### src/rtl/bar_sweep_pkg.sv
// Shared types and default constants for the vertical inverted-bar sweep controller.
package bar_sweep_pkg;

    typedef enum logic [1:0] {
        StSync,
        StBlank,
        StActive
    } sweep_state_e;

    // Bit positions inside the fvht timing flag bus.
    localparam int unsigned FVHT_V_BIT = 2;
    localparam int unsigned FVHT_H_BIT = 1;

    // Sweep bounds and start line.
    localparam int unsigned DEF_MIN_POS   = 1;
    localparam int unsigned DEF_MAX_POS   = 1024;
    localparam int unsigned DEF_RESET_POS = 2;

    // Frame configuration used until the first frame end latches real values.
    localparam int unsigned DEF_SHADOW_STEP   = 1;
    localparam int unsigned DEF_SHADOW_HEIGHT = 8;

endpackage

### src/rtl/sync_edge_detect.sv
// Rise/fall strobe generator for a level that is already synchronous to i_clk.
// The strobe is seen by the clock edge that first samples the new level.
module sync_edge_detect (
    input  logic i_clk,
    input  logic i_rst,
    input  logic i_sig,
    output logic o_rise,
    output logic o_fall
);

    logic sig_q;
    logic sig_d;

    // Remember this cycle's level so the next cycle can compare against it.
    always_comb begin
        sig_d = i_sig;
    end

    // Level history register.
    always_ff @(posedge i_clk or posedge i_rst) begin
        if (i_rst) begin
            sig_q <= 1'b0;
        end else begin
            sig_q <= sig_d;
        end
    end

    assign o_rise = i_sig & ~sig_q;
    assign o_fall = ~i_sig & sig_q;

endmodule

### src/rtl/bar_sweep_controller.sv
// Vertical inverted-bar sequencer: tracks active lines from the fvht flags, moves the bar
// start line once per frame and flags lines inside the bar window for the inversion mux.
module bar_sweep_controller
    import bar_sweep_pkg::*;
#(
    parameter int unsigned POS_W     = 11,
    parameter int unsigned MIN_POS   = DEF_MIN_POS,
    parameter int unsigned MAX_POS   = DEF_MAX_POS,
    parameter int unsigned RESET_POS = DEF_RESET_POS,
    parameter int unsigned STEP_W    = 4,
    parameter int unsigned HEIGHT_W  = 8
) (
    input  logic                i_clk,
    input  logic                i_rst,
    input  logic [3:0]          i_fvht,
    input  logic                i_enable,
    input  logic                i_pause,
    input  logic [STEP_W-1:0]   i_step,
    input  logic [HEIGHT_W-1:0] i_bar_height,
    output logic                o_modify_period,
    output logic [POS_W-1:0]    o_bar_pos,
    output logic                o_dir_down,
    output logic [POS_W-1:0]    o_line_count,
    output logic                o_frame_tick
);

    localparam logic [POS_W-1:0]    MinPos     = POS_W'(MIN_POS);
    localparam logic [POS_W-1:0]    MaxPos     = POS_W'(MAX_POS);
    localparam logic [POS_W-1:0]    ResetPos   = POS_W'(RESET_POS);
    localparam logic [STEP_W-1:0]   DefStep    = STEP_W'(DEF_SHADOW_STEP);
    localparam logic [HEIGHT_W-1:0] DefHeight  = HEIGHT_W'(DEF_SHADOW_HEIGHT);
    localparam logic [POS_W-1:0]    LineMax    = '1;

    logic v_rise, v_fall, h_rise, h_fall_unused;
    logic vblank;
    logic unused_fvht;

    sweep_state_e          state_q, state_d;
    logic [POS_W-1:0]      pos_q, pos_d;
    logic                  dir_q, dir_d;
    logic [POS_W-1:0]      line_q, line_d;
    logic                  modify_q, modify_d;
    logic                  tick_q, tick_d;
    logic [STEP_W-1:0]     step_q, step_d;
    logic [HEIGHT_W-1:0]   height_q, height_d;

    logic [POS_W:0]        step_x, height_x, up_sum, down_lim, win_end;

    assign vblank      = i_fvht[FVHT_V_BIT];
    assign unused_fvht = i_fvht[3] ^ i_fvht[0];

    sync_edge_detect u_vblank_edge (
        .i_clk  (i_clk),
        .i_rst  (i_rst),
        .i_sig  (vblank),
        .o_rise (v_rise),
        .o_fall (v_fall)
    );

    sync_edge_detect u_hblank_edge (
        .i_clk  (i_clk),
        .i_rst  (i_rst),
        .i_sig  (i_fvht[FVHT_H_BIT]),
        .o_rise (h_rise),
        .o_fall (h_fall_unused)
    );

    // Widened arithmetic so bound checks and the window end never wrap.
    always_comb begin
        step_x   = {{(POS_W + 1 - STEP_W){1'b0}}, step_q};
        height_x = {{(POS_W + 1 - HEIGHT_W){1'b0}}, height_q};
        up_sum   = {1'b0, pos_q} + step_x;
        down_lim = {1'b0, MinPos} + step_x;
        win_end  = {1'b0, pos_q} + height_x;
    end

    // Frame sequencing, line counting, end-of-frame sweep and window decode.
    always_comb begin
        state_d  = state_q;
        pos_d    = pos_q;
        dir_d    = dir_q;
        line_d   = line_q;
        tick_d   = 1'b0;
        step_d   = step_q;
        height_d = height_q;

        unique case (state_q)
            StSync: begin
                line_d = '0;
                if (vblank) begin
                    state_d = StBlank;
                end
            end
            StBlank: begin
                line_d = '0;
                if (v_fall) begin
                    state_d = StActive;
                end
            end
            StActive: begin
                if (v_rise) begin
                    // Frame end wins over a coincident hblank edge.
                    state_d  = StBlank;
                    line_d   = '0;
                    tick_d   = 1'b1;
                    step_d   = i_step;
                    height_d = i_bar_height;
                    if (i_enable && !i_pause && (step_q != '0)) begin
                        if (!dir_q) begin
                            if (up_sum >= {1'b0, MaxPos}) begin
                                pos_d = MaxPos;
                                dir_d = 1'b1;
                            end else begin
                                pos_d = up_sum[POS_W-1:0];
                            end
                        end else if ({1'b0, pos_q} <= down_lim) begin
                            pos_d = MinPos;
                            dir_d = 1'b0;
                        end else begin
                            pos_d = pos_q - step_x[POS_W-1:0];
                        end
                    end
                end else if (h_rise && (line_q != LineMax)) begin
                    line_d = line_q + POS_W'(1);
                end
            end
            default: begin
                state_d = StSync;
                line_d  = '0;
            end
        endcase

        // Gate on the next state so the select drops together with the frame end.
        modify_d = (state_d == StActive) && i_enable && (line_q >= pos_q)
                   && ({1'b0, line_q} < win_end);
    end

    // State and registered outputs.
    always_ff @(posedge i_clk or posedge i_rst) begin
        if (i_rst) begin
            state_q  <= StSync;
            pos_q    <= ResetPos;
            dir_q    <= 1'b0;
            line_q   <= '0;
            modify_q <= 1'b0;
            tick_q   <= 1'b0;
            step_q   <= DefStep;
            height_q <= DefHeight;
        end else begin
            state_q  <= state_d;
            pos_q    <= pos_d;
            dir_q    <= dir_d;
            line_q   <= line_d;
            modify_q <= modify_d;
            tick_q   <= tick_d;
            step_q   <= step_d;
            height_q <= height_d;
        end
    end

    assign o_modify_period = modify_q;
    assign o_bar_pos       = pos_q;
    assign o_dir_down      = dir_q;
    assign o_line_count    = line_q;
    assign o_frame_tick    = tick_q;

endmodule

### config.mk
export PLATFORM = sky130hd
export DESIGN_NAME = bar_sweep_controller
export DESIGN_NICKNAME = d
export VERILOG_FILES = /design/src/rtl/bar_sweep_pkg.sv /design/src/rtl/sync_edge_detect.sv /design/src/rtl/bar_sweep_controller.sv
export SDC_FILE = /design/constraint.sdc
export NUM_CORES = 1
export LEC_CHECK = 0
export BUFFER_PORTS_ARGS = -buffer_cell sky130_fd_sc_hd__buf_2
export CAP_MARGIN = 20
export CORE_ASPECT_RATIO = 0.5
export CORE_MARGIN = 5
export CORE_UTILIZATION = 60
export CTS_BUF_LIST = sky130_fd_sc_hd__clkbuf_4
export DETAILED_ROUTE_END_ITERATION = 7
export MAX_ROUTING_LAYER = met4
export PLACE_DENSITY = 0.83
export SLEW_MARGIN = 40
export SYNTH_ARGS = -nofsm -noshare
export SYNTH_HDL_FRONTEND = slang
export SYNTH_HIERARCHICAL = 1
export SYNTH_SLANG_ARGS = --single-unit
### constraint.sdc
create_clock -name i_clk -period 3.7 [get_ports i_clk]
set_input_delay 0.555 -clock i_clk [delete_from_list [all_inputs] [get_ports i_clk]]
set_output_delay 0.555 -clock i_clk [all_outputs]
set_load 0.02 [all_outputs]
==> flow_summary_export.csv, run 1 <==
group,metric,value,unit
clocking,postCtsHoldBufs,0,
finish,antenna_cells,0,
route,routed_via_density,6.115,
route,first_iter_violations,195,
sta,rsz0062_at_grt,"false",
floorplanning,die_area,7284,um2
floorplanning,num_io_pins,45,
sta,final_max_slew_viol_count,0,
floorplanning,dieHeight,62.90,um
clocking,cts_buffers,5,
synth,synthesis.yosys.warnings,6,
sta,layout_setup_ws,0.4521,ns
finish,final_cell_count_no_fill,504,
setup_path,criticalPathCategory,"reg2reg",
route,drt_pass1_iterations,7,
clocking,clock_latency,0.37,ns
setup_path,crit_path_cell_trace,"ha_1 -> fa_1 -> a21o_1 -> a211oi_1 -> nor2_1 -> o41ai_1 -> xnor2_1 -> ha_1 -> and3_1 -> o2111ai_1 -> o21ai_0 -> a31oi_1",
placement,placed_cell_areas,3642,um2
sta,fmax_achieved,0.3079,GHz
synth,postSynthAreaPerCell,8.700,um2
finish,final_common_cell,"sky130_fd_sc_hd__ha_1",
synth,syn-instance-count,386,
finish,syn2layout_area_growth,11.25,%
sta,tightest_slew,0.6495,ns
sta,report.final.setup_viol,0,
power,max-vdd-ir-drop,0.3416,mV
clocking,clockRootBuffer,"sky130_fd_sc_hd__clkbuf_4",
placement,placement.io_buffers,42,
floorplanning,fp.coreArea,5444,um2
finish,nNetsFinal,498,
setup_path,critPathMaxFanout,3,
setup_path,r2r_start,"o_bar_pos[0]",
power,p_leak,1.858,nW
placement,gp_routability_congestion,0.9843,
clocking,cts_num_sinks,41,
global_route,wire_length_of_the_first_global_routing_pass,14060,um
route,final_antenna_net_count,0,
setup_path,critPathMostFrequentCell,"sky130_fd_sc_hd__ha_1",
global_route,gr-total-overflow,0,
clocking,clock_tree.buffer_depth,2,
setup_path,timing.critical_path.required,3.94,ns
outcome,outcome,"finished clean",
sta,period_minus_slack,3.248,ns
setup_path,critical-path-top-delay-family,"compound AO/OA/AOI/OAI gates",
setup_path,critical_path_buf_inv_count,0,
sta,worst_clock_skew,0.01358,ns
floorplanning,placementRows,19,
sta,timing.slew.headroom,0.5614,
global_route,grt_max_degree,21,
floorplanning,chip_width,115.8,um
route,num_vias,3082,
setup_path,cpMaxStageDelayCell,"sky130_fd_sc_hd__dfrtp_1",
global_route,antenna_found_initial,0,
clocking,clkTransAtPathRegs,0.14,ns
setup_path,setup.worst_path.start,"o_bar_pos[0]",
clocking,htree_num_levels,2,
global_route,groute.usage.overall,0.2483,
route,routed_wirelength,8526,um
synth,synth_fp_nets,454,
synth,synth_area,3358,um2
setup_path,ff2ff_setup_slack,0.45,ns
floorplanning,initial_core_util,0.6169,
setup_path,worst-endpoint-arrival,3.49,ns
setup_path,setup.worst_path.end_class,"register",
setup_path,cp-start-kind,"register",
sta,hold_viol,0,
placement,place.detailed.hpwl,6619,um
placement,worst_case_setup_slack_after_placement,0.4803,ns
sta,setup_tns,0,ns
hold_path,hold_path_startpoint,"i_fvht[1]",
route,drt_drc_violations_left,0,
global_route,number_of_global_route_vias_before_repair,2984,
power,power.density_cell_area,659.2,nW/um2
clocking,cts_tree,"built",
sta,timing.final.crit_share,0.8778,
finish,mostFrequentLayoutCells,"45 x sky130_fd_sc_hd__ha_1, 43 x sky130_fd_sc_hd__nand2_1, 42 x sky130_fd_sc_hd__buf_2",
run,timing.max_cap.violations,0,
clocking,cts_repair_resize_count,0,
hold_path,min-delay-path-class,"in2reg",
finish,proportion_of_layout_cells_with_a_drive_suffix_above_1,0.1624,
route,drt-wirelength-per-cell,16.92,um
setup_path,cpPeakStageDelay,0.47,ns
clocking,post_cts_buffers,0,
finish,finalInstanceArea,3736,um2
placement,dp.cells,495,
## power breakdown
| part | internal (mW) | leakage, nW | switching, mW |
|---|---|---|---|
| clock | 0.148 | 0.0433 | 0.161 |
| combinational | 0.625 | 1.30 | 0.852 |
| sequential | 0.547 | 0.516 | 0.129 |
## state kept, by name, indices dropped and copies added (netlist names)
register,flops
step_q,4
o_modify_period,1
u_hblank_edge/sig_q,1
o_dir_down,1
u_vblank_edge/sig_q,1
state_q,2
height_q,8
o_bar_pos,11
o_line_count,11
o_frame_tick,1
## cell type report
type                       instances  area, um2
clock buffer                       6      45.04
clock inverter                     2      33.78
fill                             448       1708
inverter                          33      123.9
multi-input combinational        302       2162
sequential                        41       1030
tap                               73      91.34
timing repair buffer              47      250.2
## path summary, 6_finish.rpt
kind | end | cells past startpoint
setup reg to reg | o_modify_period | 12
hold reg to reg | height_q[3] | 2
hold / removal | u_hblank_edge/sig_q | 1
setup / recovery | o_modify_period | 12
max in group asynchronous | step_q[0] | 4
min in group asynchronous | u_vblank_edge/sig_q | 3
## stage by stage
step	util	hold slack, ns	total power [mW]
6_report	0.6863	0.2898	2.463
4_1_cts	0.6835	0.005977	2.420
2_1_floorplan	-	0.2837	1.760
5_1_grt	0.6863	0.2755	2.661
3_3_place_gp	0.6690	0.4071	2.008
3_5_place_dp	0.6690	0.4156	2.099
## layer usage
metal | GRT usage | wire (um) | share of wire
met1 | 0.3271 | 3650 | 0.43
met2 | 0.3904 | 4043 | 0.47
met5 | - | 0 | 0
met3 | 0.05899 | 720 | 0.084
met4 | 0.05499 | 112 | 0.013
Note: power is estimated with default switching activity, not from simulation.
==> inputs of run 2 (changes only) <==
CORE_UTILIZATION = 45   (was 60)
GPL_ROUTABILITY_DRIVEN = 0   (was not set)
PLACE_DENSITY = not set   (was 0.83)
SYNTH_HIERARCHICAL = not set   (was 1)
==> flow_summary_export.csv, run 2 <==
group,metric,value,unit
outcome,outcome,"finished clean",
setup_path,crit_path_cell_trace,"ha_1 -> a211oi_1 -> o21bai_1 -> a2111oi_1 -> nor3b_1 -> o21ai_0 -> xnor2_1 -> ha_1 -> o21a_1 -> o2bb2ai_1 -> nor2_1 -> a21oi_1 -> o211a_1",
clocking,post_cts_buffers,0,
route,drt-wirelength-per-cell,16.68,um
synth,synth_area,3402,um2
synth,proportion_of_netlist_area_held_by_the_largest_area_contributor,0.2795,
power,max-vdd-ir-drop,0.3242,mV
clocking,clock_tree.buffer_depth,2,
setup_path,critical-path-top-delay-family,"compound AO/OA/AOI/OAI gates",
power,internal-power,1.420,mW
setup_path,path_depth,13,
placement,worst_case_setup_slack_after_placement,0.3017,ns
power,power.share.sequential,0.263,
setup_path,r2r-end,"o_modify_period",
synth,synth_cell_type_count,66,
synth,synth_fp_nets,446,
clocking,cts_tree,"built",
floorplanning,num_io_pins,45,
power,fin_total_pwr,2.609,mW
setup_path,critPathMaxFanout,8,
floorplanning,placementRows,22,
floorplanning,initial_core_util,0.4629,
floorplanning,dieHeight,71.48,um
power,p_leak,1.856,nW
finish,proportion_of_layout_cells_with_a_drive_suffix_above_1,0.1910,
finish,mostFrequentLayoutCells,"45 x sky130_fd_sc_hd__ha_1, 42 x sky130_fd_sc_hd__buf_2, 38 x sky130_fd_sc_hd__dfrtp_1",
setup_path,cpMaxStageDelayCell,"sky130_fd_sc_hd__dfstp_2",
route,drt_drc_violations_left,0,
setup_path,r2r_start,"o_bar_pos[1]",
synth,syn-instance-count,378,
synth,yosysTopAreaCell,"sky130_fd_sc_hd__dfrtp_1",
synth,yosys_most_used_dff,"sky130_fd_sc_hd__dfrtp_1",
clocking,clkTransAtPathRegs,0.13,ns
setup_path,criticalPathCategory,"reg2reg",
placement,place.detailed.hpwl,6749,um
sta,tightest_slew,0.7825,ns
run,timing.max_cap.violations,0,
global_route,number_of_global_route_vias_before_repair,2946,
synth,postSynthRegisterBits,41,
route,final_antenna_net_count,0,
sta,rsz0062_at_grt,"false",
setup_path,critPathMostFrequentCell,"sky130_fd_sc_hd__ha_1",
setup_path,ff2ff_setup_slack,0.34,ns
placement,placement.io_buffers,42,
sta,worst_clock_skew,0.01093,ns
hold_path,min-delay-path-class,"in2async",
setup_path,critical_path_buf_inv_count,0,
route,num_vias,3024,
global_route,wire_length_of_the_first_global_routing_pass,14240,um
route,first_iter_violations,145,
setup_path,cp-start-kind,"register",
route,drt_pass1_iterations,5,
finish,nNetsFinal,491,
clocking,cts_buffers,5,
synth,synth_enable_flop_cells,0,
global_route,grt_max_degree,42,
finish,final_common_cell,"sky130_fd_sc_hd__ha_1",
synth,synthesis.yosys.warnings,0,
finish,final_cell_count_no_fill,520,
power,power.share.switching,0.4556,
sta,setup_tns,0,ns
route,routed_via_density,5.815,
setup_path,worst-endpoint-arrival,3.67,ns
synth,synth_async_sr_flop_share,1.000,
global_route,gr-total-overflow,0,
clocking,cts_repair_resize_count,0,
setup_path,timing.reg2reg.worst_path_depth,13,
clocking,cts_num_sinks,41,
setup_path,endpoint,"o_modify_period",
global_route,antenna_found_initial,0,
synth,synth_seq_area_share,0.3027,
setup_path,setup.worst_path.end_class,"register",
power,clockPowerShare,0.144,
clocking,clockRootBuffer,"sky130_fd_sc_hd__clkbuf_4",
placement,dp.cells,512,
setup_path,cpPeakStageDelay,0.69,ns
power,switching_power,1.189,mW
sta,layout_setup_ws,0.3434,ns
clocking,htree_num_levels,2,
power,share_comb_of_total_power,0.593,
setup_path,timing.critical_path.required,4.01,ns
finish,postLayoutCoreUtil,0.5228,
route,routed_wirelength,8676,um
sta,timing.slew.headroom,0.4748,
sta,timing.final.crit_share,0.9072,
sta,final_max_slew_viol_count,0,
floorplanning,chip_width,133.0,um
floorplanning,die_area,9504,um2
global_route,groute.usage.overall,0.1935,
finish,syn2layout_area_growth,12.95,%
clocking,clock_latency,0.37,ns
synth,synth_top_cells_by_count,"45 x sky130_fd_sc_hd__ha_1, 38 x sky130_fd_sc_hd__dfrtp_1, 33 x sky130_fd_sc_hd__nor2_1",
synth,synthMostInstantiatedCell,"sky130_fd_sc_hd__ha_1",
sta,fmax_achieved,0.2979,GHz
power,power.density_cell_area,679.0,nW/um2
clocking,postCtsHoldBufs,0,
setup_path,setup.worst_path.start,"o_bar_pos[1]",
synth,synth_top_cells_by_area,"sky130_fd_sc_hd__dfrtp_1 28%, sky130_fd_sc_hd__ha_1 17%, sky130_fd_sc_hd__a21oi_1 4.4%",
floorplanning,fp.coreArea,7350,um2
synth,postSynthAreaPerCell,9.000,um2
sta,period_minus_slack,3.357,ns
finish,antenna_cells,0,
sta,hold_viol,0,
sta,report.final.setup_viol,0,
## run 2: worst min path at each step
stage                           start             endpoint  slack [ns]  depth (start not counted)
after CTS                       i_rst         o_bar_pos[0]        0.29                          3
final                           i_rst      o_line_count[4]        0.29                          3
after detailed placement  height_q[5]          height_q[5]        0.51                          1
after global routing        i_fvht[1]  u_hblank_edge.sig_q        0.30                          1
after floorplan           height_q[2]          height_q[2]        0.48                          1
after global placement    height_q[0]          height_q[0]        0.50                          1
## run 2: per-layer routing
layer  vias to the layer above  part of all wire  track usage  routed length (um)
li1                       1466                 -            -                   -
met1                      1437              0.48       0.2579                4133
met2                       105              0.44       0.3000                3858
met3                        16             0.068      0.04979                 587
met4                         0             0.011      0.04032                  97
met5                         -                 0            -                   0
## run 2: kinds of logic after synthesis
family | after synthesis | synth area share
multiplexers | 9 | 0.02942
adder cells (fa/ha/maj) | 48 | 0.1832
buffers and inverters | 40 | 0.05075
AND/OR/NAND/NOR | 110 | 0.1677
XOR/XNOR | 22 | 0.05664
AO/OA/AOI/OAI | 108 | 0.2096
flip-flops | 41 | 0.3027
## run 2: metrics by stage
step / area (um2) / hold slack (ns)
finish: 3842 / 0.2854
floorplan: 3402 / 0.4849
detailed placement: 3739 / 0.5112
global placement: 3739 / 0.4985
global route: 3842 / 0.2994
CTS: 3841 / 0.2950
## run 2: tightest hold or removal path: stages
cell and delay [ns]:
sky130_fd_sc_hd__buf_2 0.10, sky130_fd_sc_hd__clkinv_1 0.03, sky130_fd_sc_hd__buf_4 0.44
## run 2: power by group through the flow
stage | logic [mW] | registers [mW] | clock network (mW)
global route | 1.78 | 0.704 | 0.406
floorplan | 1.16 | 0.695 | 0
detailed placement | 1.53 | 0.695 | 0
finish | 1.55 | 0.685 | 0.376
CTS | 1.54 | 0.685 | 0.386
global placement | 1.49 | 0.689 | 0
## run 2: area by class of cell
class / count / area (um2)
Timing Repair Buffer: 49 / 262.8
Tap cell: 96 / 120.1
Sequential cell: 41 / 1030
Inverter: 29 / 111.4
Clock buffer: 5 / 37.54
Clock inverter: 3 / 65.06
Fill cell: 693 / 3507
Multi-Input combinational cell: 297 / 2216
==> inputs of run 3 (changes only) <==
CTS_CLUSTER_SIZE = 10   (was not set)
PLACE_DENSITY = 0.71   (was not set)
==> flow_summary_export.csv, run 3 (synthesis gave the netlist of run 2 again) <==
group,metric,value,unit
outcome,outcome,"finished clean",
power,fin_total_pwr,2.587,mW
route,drt_pass1_iterations,5,
power,p_leak,1.857,nW
clocking,htree_num_levels,2,
floorplanning,num_io_pins,45,
route,first_iter_violations,300,
route,drt-wirelength-per-cell,15.52,um
floorplanning,fp.coreArea,7350,um2
power,power.density_cell_area,672.7,nW/um2
route,num_vias,2939,
setup_path,r2r-end,"o_modify_period",
route,final_antenna_net_count,0,
placement,dp.cells,512,
sta,setup_tns,0,ns
power,max-vdd-ir-drop,0.3321,mV
setup_path,worst-endpoint-arrival,3.63,ns
setup_path,critPathMaxFanout,8,
finish,proportion_of_layout_cells_with_a_drive_suffix_above_1,0.1934,
placement,worst_case_setup_slack_after_placement,0.3143,ns
route,routed_wirelength,8070,um
setup_path,timing.reg2reg.worst_path_depth,13,
sta,timing.final.crit_share,0.8961,
sta,layout_setup_ws,0.3843,ns
floorplanning,dieHeight,71.48,um
sta,min_hold_slack,0.2911,ns
sta,hold_viol,0,
sta,period_minus_slack,3.316,ns
placement,placement.io_buffers,42,
setup_path,setup.worst_path.start,"o_bar_pos[1]",
setup_path,criticalPathCategory,"reg2reg",
global_route,groute.usage.overall,0.1839,
setup_path,timing.critical_path.required,4.01,ns
finish,antenna_cells,0,
clocking,clkTransAtPathRegs,0.14,ns
finish,final_common_cell,"sky130_fd_sc_hd__ha_1",
clocking,cts_num_sinks,41,
sta,report.final.setup_viol,0,
clocking,clock_tree.buffer_depth,2,
floorplanning,die_area,9504,um2
clocking,post_cts_buffers,0,
global_route,grt_max_degree,42,
setup_path,r2r_start,"o_bar_pos[1]",
finish,syn2layout_area_growth,13.06,%
hold_path,min-delay-path-class,"in2async",
clocking,postCtsHoldBufs,0,
sta,fmax_achieved,0.3016,GHz
global_route,gr-total-overflow,0,
clocking,cts_repair_resize_count,0,
setup_path,setup.worst_path.end_class,"register",
setup_path,ff2ff_setup_slack,0.38,ns
finish,nNetsFinal,491,
floorplanning,placementRows,22,
placement,place.detailed.hpwl,6322,um
clocking,cts_tree,"built",
sta,rsz0062_at_grt,"false",
route,routed_via_density,5.652,
global_route,antenna_found_initial,0,
setup_path,cp-start-kind,"register",
finish,mostFrequentLayoutCells,"45 x sky130_fd_sc_hd__ha_1, 42 x sky130_fd_sc_hd__buf_2, 38 x sky130_fd_sc_hd__dfrtp_1",
sta,final_max_slew_viol_count,0,
floorplanning,chip_width,133.0,um
sta,worst_clock_skew,0.01501,ns
global_route,wire_length_of_the_first_global_routing_pass,13660,um
sta,tightest_slew,0.6676,ns
run,timing.max_cap.violations,0,
finish,postLayoutCoreUtil,0.5233,
global_route,number_of_global_route_vias_before_repair,2782,
floorplanning,initial_core_util,0.4629,
clocking,clock_latency,0.37,ns
clocking,cts_buffers,5,
route,drt_drc_violations_left,0,
placement,placed_cell_areas,3739,um2
finish,finalInstanceArea,3846,um2
sta,timing.slew.headroom,0.5526,
finish,final_cell_count_no_fill,520,
clocking,clockRootBuffer,"sky130_fd_sc_hd__clkbuf_4",
-- run 3: cell counts in the layout (fill, tap and decap cells not counted) --
Identical to the previous run, type by type.
-- run 3: cell type report --
cell class / count / area [um2]
well taps: 96 / 120.1
repair buffers: 49 / 262.8
clock buffers: 5 / 37.54
flip-flops and latches: 41 / 1030
fillers: 715 / 3503
multi-input cells: 297 / 2220
inverters: 29 / 111.4
clock inverters: 3 / 65.06
-- run 3: layer usage --
layer | vias up | GRT usage | share of wire
met1 | 1378 | 0.2483 | 0.50
met4 | 0 | 0.03802 | 0.0052
met3 | 7 | 0.03506 | 0.051
li1 | 1469 | - | -
met5 | - | - | 0
met2 | 85 | 0.2910 | 0.44
-- run 3: worst max-delay path by stage --
stage                                  to  cells after the start
after floorplan           o_modify_period                     12
after global placement    o_modify_period                     13
after detailed placement  o_modify_period                     13
after CTS                 o_modify_period                     13
after global routing      o_modify_period                     13
final                     o_modify_period                     13
-- run 3: where the power goes --
group,internal (mW),total (mW),switching (mW)
Sequential,0.559,0.687,0.128
Combinational,0.654,1.52,0.869
Clock,0.209,0.378,0.168
-- run 3: worst max-delay path: stages, from the launching register on --
cell and delay [ns]:
sky130_fd_sc_hd__dfstp_2 0.69, sky130_fd_sc_hd__ha_1 0.28, sky130_fd_sc_hd__a211oi_1 0.21, sky130_fd_sc_hd__o21bai_1 0.13, sky130_fd_sc_hd__a2111oi_1 0.51, sky130_fd_sc_hd__nor3b_1 0.13
sky130_fd_sc_hd__o21ai_0 0.21, sky130_fd_sc_hd__xnor2_1 0.14, sky130_fd_sc_hd__ha_1 0.24, sky130_fd_sc_hd__o21a_1 0.17, sky130_fd_sc_hd__o2bb2ai_1 0.18, sky130_fd_sc_hd__nor2_1 0.07
sky130_fd_sc_hd__a21oi_1 0.14, sky130_fd_sc_hd__o211a_1 0.16
